**config.mk**
```make
export PLATFORM = sky130hd
export DESIGN_NAME = div_top
export DESIGN_NICKNAME = d
export VERILOG_FILES = /design/src/rtl/div_top.sv
export SDC_FILE = /design/constraint.sdc
export NUM_CORES = 1
export LEC_CHECK = 0
export BUFFER_PORTS_ARGS = -buffer_cell sky130_fd_sc_hd__buf_2
export CORE_UTILIZATION = 50
export CTS_CLUSTER_DIAMETER = 100
export DETAILED_ROUTE_END_ITERATION = 10
export GPL_TIMING_DRIVEN = 0
export PLACE_DENSITY = 0.71
export SYNTH_ARGS = -nofsm -noshare
export SYNTH_HDL_FRONTEND = slang
export SYNTH_SLANG_ARGS = --single-unit
```
**constraint.sdc**
```tcl
create_clock -name clk -period 2.8 [get_ports clk]
set_input_delay 0.14 -clock clk [delete_from_list [all_inputs] [get_ports clk]]
set_output_delay 0.14 -clock clk [all_outputs]
set_load 0.1 [all_outputs]
```
**src/rtl/div_top.sv**
```systemverilog
// div_top -- iterative restoring divider, one quotient bit per clock.
//
// Divides a 2*WIDTH-bit dividend by a WIDTH-bit divisor and returns a
// WIDTH-bit quotient and remainder. Valid/ready handshakes on both sides.
// Only one operation is in flight at a time.
//
// Ports:
//   clk          system clock, all state on rising edge
//   rst_n        asynchronous active-low reset
//   in_valid     dividend/divisor present
//   in_ready     block idle and able to accept
//   p_in         dividend (2*WIDTH bits)
//   y            divisor (WIDTH bits)
//   out_valid    result held on outputs
//   out_ready    consumer accepts result
//   q_out        quotient (all ones on divide-by-zero or overflow)
//   r_out        remainder (truncated, even when rounding is enabled)
//   div_by_zero  y was 0 for this result
//   overflow     quotient does not fit in WIDTH bits
//
// Build option:
//   DIV_ROUND_EN  when defined, the quotient is rounded half up and
//                 saturates at all ones; latency is unchanged.

module div_top #(
    parameter int unsigned WIDTH = 16
) (
    input  logic                 clk,
    input  logic                 rst_n,
    input  logic                 in_valid,
    output logic                 in_ready,
    input  logic [2*WIDTH-1:0]   p_in,
    input  logic [WIDTH-1:0]     y,
    output logic                 out_valid,
    input  logic                 out_ready,
    output logic [WIDTH-1:0]     q_out,
    output logic [WIDTH-1:0]     r_out,
    output logic                 div_by_zero,
    output logic                 overflow
);

    localparam int unsigned CW = (WIDTH > 1) ? $clog2(WIDTH) : 1;

    typedef enum logic [1:0] {
        IDLE,
        BUSY,
        DONE
    } state_e;

    state_e           state_q, state_d;
    logic [WIDTH:0]   rem_q, rem_d;      // partial remainder, one spare bit
    logic [WIDTH-1:0] lo_q, lo_d;        // remaining low dividend bits
    logic [WIDTH-1:0] quo_q, quo_d;      // quotient accumulator
    logic [WIDTH-1:0] y_q, y_d;
    logic [CW-1:0]    cnt_q, cnt_d;
    logic [WIDTH-1:0] q_out_q, q_out_d;
    logic [WIDTH-1:0] r_out_q, r_out_d;
    logic             dbz_q, dbz_d;
    logic             ovf_q, ovf_d;

    logic [WIDTH:0]   trial;
    logic [WIDTH:0]   diff;
    logic             qbit;
    logic [WIDTH-1:0] q_final;
    logic [WIDTH-1:0] q_res;
`ifdef DIV_ROUND_EN
    logic             round_up;
`endif

    // One restoring step: shift in the next dividend bit, subtract if it fits.
    // rem_q < y_q always holds, so only its low WIDTH bits carry information.
    always_comb begin
        trial   = {rem_q[WIDTH-1:0], lo_q[WIDTH-1]};
        qbit    = (trial >= {1'b0, y_q});
        diff    = qbit ? (trial - {1'b0, y_q}) : trial;
        q_final = (quo_q << 1) | WIDTH'(qbit);
`ifdef DIV_ROUND_EN
        // Round half up on the final remainder; never wrap past all ones.
        round_up = ({diff, 1'b0} >= {2'b00, y_q});
        q_res    = (round_up && (q_final != '1)) ? (q_final + WIDTH'(1)) : q_final;
`else
        q_res    = q_final;
`endif
    end

    always_comb begin
        state_d = state_q;
        rem_d   = rem_q;
        lo_d    = lo_q;
        quo_d   = quo_q;
        y_d     = y_q;
        cnt_d   = cnt_q;
        q_out_d = q_out_q;
        r_out_d = r_out_q;
        dbz_d   = dbz_q;
        ovf_d   = ovf_q;

        unique case (state_q)
            IDLE: begin
                if (in_valid) begin
                    y_d = y;
                    if (y == '0) begin
                        q_out_d = '1;
                        r_out_d = '0;
                        dbz_d   = 1'b1;
                        ovf_d   = 1'b0;
                        state_d = DONE;
                    end else if (p_in[2*WIDTH-1:WIDTH] >= y) begin
                        q_out_d = '1;
                        r_out_d = '0;
                        dbz_d   = 1'b0;
                        ovf_d   = 1'b1;
                        state_d = DONE;
                    end else begin
                        rem_d   = {1'b0, p_in[2*WIDTH-1:WIDTH]};
                        lo_d    = p_in[WIDTH-1:0];
                        quo_d   = '0;
                        cnt_d   = CW'(WIDTH - 1);
                        state_d = BUSY;
                    end
                end
            end
            BUSY: begin
                rem_d = diff;
                lo_d  = lo_q << 1;
                quo_d = q_final;
                cnt_d = cnt_q - CW'(1);
                if (cnt_q == '0) begin
                    q_out_d = q_res;
                    r_out_d = diff[WIDTH-1:0];
                    dbz_d   = 1'b0;
                    ovf_d   = 1'b0;
                    state_d = DONE;
                end
            end
            DONE: begin
                if (out_ready) begin
                    state_d = IDLE;
                end
            end
            default: state_d = IDLE;
        endcase
    end

    always_ff @(posedge clk or negedge rst_n) begin
        if (!rst_n) begin
            state_q <= IDLE;
            rem_q   <= '0;
            lo_q    <= '0;
            quo_q   <= '0;
            y_q     <= '0;
            cnt_q   <= '0;
            q_out_q <= '0;
            r_out_q <= '0;
            dbz_q   <= 1'b0;
            ovf_q   <= 1'b0;
        end else begin
            state_q <= state_d;
            rem_q   <= rem_d;
            lo_q    <= lo_d;
            quo_q   <= quo_d;
            y_q     <= y_d;
            cnt_q   <= cnt_d;
            q_out_q <= q_out_d;
            r_out_q <= r_out_d;
            dbz_q   <= dbz_d;
            ovf_q   <= ovf_d;
        end
    end

    always_comb begin
        in_ready    = (state_q == IDLE);
        out_valid   = (state_q == DONE);
        q_out       = q_out_q;
        r_out       = r_out_q;
        div_by_zero = dbz_q;
        overflow    = ovf_q;
    end

endmodule

```
==> Word level (Yosys, flattened, before mapping) <==
Index checks and enable logic that the tools add are counted.
{ "word_totals": {"register_bits": 103, "inputBits": 52, "output_inout_bits": 36, "wordCells": 73} }
{ "op_classes": {"addsub": 2, "order_cmp": 2, "eq_ne": 8, "n_mux": 42, "bitwise": 1, "n_reduce_logical": 8} }
{ "op_table": {"columns": ["cell", "count"], "rows": [
  ["$mux W16", 15],
  ["$pmux W16 S2", 4],
  ["$mux W15", 3],
  ["$pmux W15 S2", 1],
  ["$ge A17 B16 Y1", 1],
  ["$ge A16 B16 Y1", 1],
  ["$logic_not A16 Y1", 1],
  ["$or A16 B1 Y16", 1],
  ["$sub A16 B16 Y16", 1],
  ["$mux W4", 3],
  ["$mux W2", 5],
  ["$ne A2 B2 Y1 const B", 4],
  ["$pmux W4 S2", 1],
  ["$reduce_and A4 Y1", 2],
  ["$mux W1", 7],
  ["$pmux W2 S3", 1],
  ["$logic_not A4 Y1", 1],
  ["$pmux W1 S2", 2],
  ["$sub A4 B1 Y4 const B", 1],
  ["$ne A3 B1 Y1 const B", 1],
  ["$reduce_and A3 Y1", 1],
  ["$eq A2 B1 Y1 const B", 1],
  ["$eq A2 B2 Y1 const B", 1],
  ["$logic_not A2 Y1", 1],
  ["3 further kinds", 3]
]} }

==> Longest topological paths before layout <==
{ "depth": {"word_depth": 5, "depth_mapped": 12, "depth_no_buf": 10} }

==> Worst setup path after synthesis <==
OpenSTA, ideal clock, no wires.
{ "synth_path": {"path_kind": "reg-to-reg", "start": "register state_q[0]", "end": "register rem_q[1]", "setup_time_ps": 74, "arrival_ps": 2686, "required_ps": 2726, "slack_ps": 40, "path_stages_with_launch": 7, "path_buffers": 1, "synth_period_minus_slack_ps": 2760, "cell_sequence": "dfrtp_1 nor2_1 nand2_1 nor3_1 clkbuf_1 a22oi_1 o21ai_2"} }
{ "synth_between": {"elab_chain_cells": 3, "elab_cells_between_ends": 8, "classes_between": "4 x eq/ne; 1 x mux; 3 x reduce/logical"} }
{ "synth_lines": {"columns": ["element", "line", "source"], "rows": [
  ["start, declared", "50", "state_e state_q, state_d;"],
  ["start signal, assigned", "158", "state_q <= state_d;"],
  ["$logic_not A2 Y1 (*)", null, null],
  ["via in_ready", "31", "output logic in_ready,"],
  ["$ne A2 B2 Y1 (no line) / $reduce_bool A2 Y1 (equally long branches)", null, null],
  ["$reduce_and A4 Y1 (no line)", null, null],
  ["end signal, assigned", "159", "rem_q <= rem_d;"],
  ["end, declared", "51", "logic [WIDTH:0] rem_q, rem_d;"]
]} }
Mark *: on every way through the listed nets, which the timed path passes. The rest lies on a longest branch.
A chain may end at the register's enable or synchronous reset.

==> Worst setup path after layout <==
{ "layout_path": {"start": "register rem_q[6]", "end": "register r_out_q[10], in the netlist r_out[10]"} }
{ "layout_between": {"elab_chain_cells": 4, "elab_cells_between_ends": 5, "classes_between": "1 x add/sub; 1 x order compare; 3 x mux"} }
{ "layout_lines": {"columns": ["element", "line", "source"], "rows": [
  ["$sub A16 B16 Y16 / $ge A17 B16 Y1 (equally long branches)", "75, 74", null],
  ["$mux W16 (*)", "75", "diff = qbit ? (trial - {1'b0, y_q}) : trial;"],
  ["$mux W16 (*)", "128", "if (cnt_q == '0) begin"],
  ["$pmux W16 S2 (*)", "98", "unique case (state_q)"],
  ["end signal, assigned", "165", "r_out_q <= r_out_d;"],
  ["end, declared", "57", "logic [WIDTH-1:0] r_out_q, r_out_d;"]
]} }
Every way passes the cells marked *; elsewhere a longest branch is shown, timed or not. The select of a mux whose other input is x is not followed.

==> impl_metrics.env <==
export IMPL_status="completed"
export IMPL_drc=0
export IMPL_timing_final_crit_share_pct=97.7
export IMPL_hpwlAfterDp_mm=11.3
export IMPL_yosysMostFrequentCell="dfrtp_1"
export IMPL_cts_buffers=9
export IMPL_root_buffer="clkbuf_8"
export IMPL_relSlewSlack_pct=55.7
export IMPL_arrival_ns=3.02
export IMPL_path_cells="ha_1, nand3_2, nor3_1, a31oi_1, and4_1, or3b_4, buf_8, mux2i_1, o31ai_1"
export IMPL_yosys_warnings=0
export IMPL_start_util_pct=51.4
export IMPL_placed_cell_area_sq_um=6240
export IMPL_grt_ovfl_total=0
export IMPL_multi_input_area_sq_um=2790
export IMPL_critical_path_class="reg -> reg"
export IMPL_ant_nets=0
export IMPL_wl_per_cell_um=17.7
export IMPL_finalNonFillerCells=852
export IMPL_dr_pass1_iters=5
export IMPL_start_kind="flop"
export IMPL_hold_start="y[15]"
export IMPL_dieWidth_um=108
export IMPL_critPathMaxFanout=10
export IMPL_cts_path_max_buffers=2
export IMPL_clock_sinks=103
export IMPL_drive_gt1_share_pct=19.7
export IMPL_met2_usage_pct=41.8
export IMPL_synthFlopType="dfrtp_1"
export IMPL_grt_use_met3_pct=4.48
export IMPL_grt_pass1_wl_mm=23.5
export IMPL_core_sq_um=10900
export IMPL_cts_tree="done"
export IMPL_syn_nets=676
export IMPL_r2r_end="r_out[10]"
export IMPL_gp_congestion=0.913
export IMPL_r2r_slack_ns=0.06
export IMPL_fill_cells=979
export IMPL_via_per_inst=5.86
export IMPL_vias=4993
export IMPL_syn_area_per_cell_sq_um=9.49
export IMPL_grt_max_degree=69
export IMPL_end_kind="flop"
export IMPL_finalSetupViolCount=0
export IMPL_grt_pass1_vias=4664
export IMPL_max_stage_delay_ns=0.47
export IMPL_fin_skew_ns=0.00751
export IMPL_grt_busiest_layer="met2"
export IMPL_maxCapViolCount=0
export IMPL_io_buffers=87
export IMPL_yosysSeqAreaShare_pct=46.0
export IMPL_antenna_found_initial=0
export IMPL_die_area_sq_um=11600
export IMPL_holdCritPathClass="in -> reg"
export IMPL_post_route_util_pct=61.6
export IMPL_track_usage_pct=26.9
export IMPL_synth_area_top_cells="dfrtp_1, ha_1, nand2_1"
export IMPL_slowest_stage="dfrtp_1"
export IMPL_final_nets=793
export IMPL_fin_area_sq_um=6710
export IMPL_syn_to_final_growth_pct=19.8
export IMPL_num_io_pins=88
export IMPL_ys_top_cells_by_count="dfrtp_1, nand2_1, inv_1"
export IMPL_synth_seq_cells=103
export IMPL_worstHoldPathCells=3
export IMPL_htreeDepth=3
export IMPL_die_height_um=108
export IMPL_synthDominantCellAreaShare_pct=46.0
export IMPL_dp_cells=818
export IMPL_regArea_sq_um=2580
export IMPL_fin_crit_ns=2.74
export IMPL_r2r_start="rem_q[6]"
export IMPL_holdPathEnd="y_q[15]"
export IMPL_finalWirelength_mm=15.1
export IMPL_cp_required_ns=3.08
export IMPL_finalMaxSlewViolations=0
export IMPL_synth_top_area_cell="dfrtp_1"
export IMPL_fmax_ghz=0.366
export IMPL_r2r_cells=9
export IMPL_synth_edf_count=0
export IMPL_syn_area_sq_um=5600
export IMPL_clkSlewWorstSetupHoldPaths_ns=0.10
export IMPL_std_cell_rows=38
export IMPL_worstMarginPinSlew_ns=0.664
export IMPL_n_antenna_cell=0
export IMPL_clock_latency_ns=0.38
export IMPL_grt_util_met1_pct=38.6
export IMPL_timing_hold_ws_ns=0.00456
export IMPL_yosys_cell_types_count=56
export IMPL_drtIter0Drc=418
export IMPL_ys_async_sr_fraction_pct=100
export IMPL_syn_inst=590
export IMPL_final_hold_viol_count=0
export IMPL_rsz0062_at_grt="yes"
## cells in the final DEF, fill, tap and decap left out, drive strengths merged, types with 9 or more instances in the layout
cell type    Yosys  layout
a21oi           23      23
buf              9      98
a22oi           11      11
nand2b           9       9
ha              33      33
nor2            30      30
a31oi           19      19
o21ai           47      47
nand2           88      88
inv             40      43
mux2i           10      10
o22a            15      15
clkbuf          24      34
nand3            9       9
dlygate4sd3      0      16
nor3             9       9
dfrtp          103     103
a22o            15      15
## cell families (layout without fill, tap and decap cells)
logic type / after synthesis / after routing / synth area share, %
and+or+nand+nor: 178 / 178 / 14.6
AOI/OAI and AO/OA: 176 / 176 / 21.7
DFF: 103 / 103 / 46.0
buffers and inverters: 73 / 195 / 5.14
adders and majority gates: 34 / 34 / 7.73
muxes: 16 / 16 / 3.26
xor gates and xnor gates: 10 / 10 / 1.56
## metal layers
metal  vias to the layer above  part of all wire [%]
met5                         -                     0
met4                         0                   1.8
met3                        26                   6.6
met2                       195                    46
met1                      2427                    45
li1                       2345                     -
## through the flow
stage	setup WS, ns	setup TNS, ns
finish	0.0643	0
global route	-0.0426	-0.407
CTS	0.00736	0
detailed placement	-0.306	-5.90
global placement	-0.325	-5.78
floorplan	0.0404	0
## state kept, by name, indices dropped and copies added, names as in the netlist
signal / count
cnt_q: 4
div_by_zero: 1
lo_q: 16
overflow: 1
q_out: 16
quo_q: 15
r_out: 16
rem_q: 16
state_q: 2
y_q: 16
## area by class of cell
class                   count  area share, %
well taps                 140           2.61
clock inverters             7           1.51
repair buffers            107           9.66
clock buffers               9           1.85
flip-flops and latches    103           38.4
plain buffers              32           2.07
multi-input cells         414           41.6
inverters                  40           2.24
## timing repair
action,4_1_cts,5_1_grt
endpoints found under the hold margin,50,0
hold buffers,16,0
pin swaps,0,3
buffers inserted,2,1
endpoints found under the setup margin,22,43
gates resized for setup,3,13
## worst max path at each step
stage	from	end	slack, ns	cells after the start
3_5_place_dp	p_in[16]	lo_q[1]	-0.31	11
4_1_cts	rem_q[7]	rem_q[4]	0.007	11
2_1_floorplan	state_q[0]	rem_q[1]	0.04	6
6_report	rem_q[6]	r_out[10]	0.06	9
5_1_grt	rem_q[6]	r_out[14]	-0.04	9
3_3_place_gp	p_in[16]	lo_q[14]	-0.33	11
## worst max-delay path: cells and delay by family (launching register included)
| kind | cells | cell delay (ns) |
|---|---|---|
| AO/OA/AOI/OAI | 2 | 0.39 |
| adder cells (fa/ha/maj) | 1 | 0.42 |
| buffers and inverters | 1 | 0.18 |
| flip-flops | 1 | 0.47 |
| multiplexers | 1 | 0.15 |
| AND/OR/NAND/NOR | 4 | 1.02 |
Power is not shown: default switching activity piles up to over one toggle a cycle in this logic, so the estimate is an artifact.
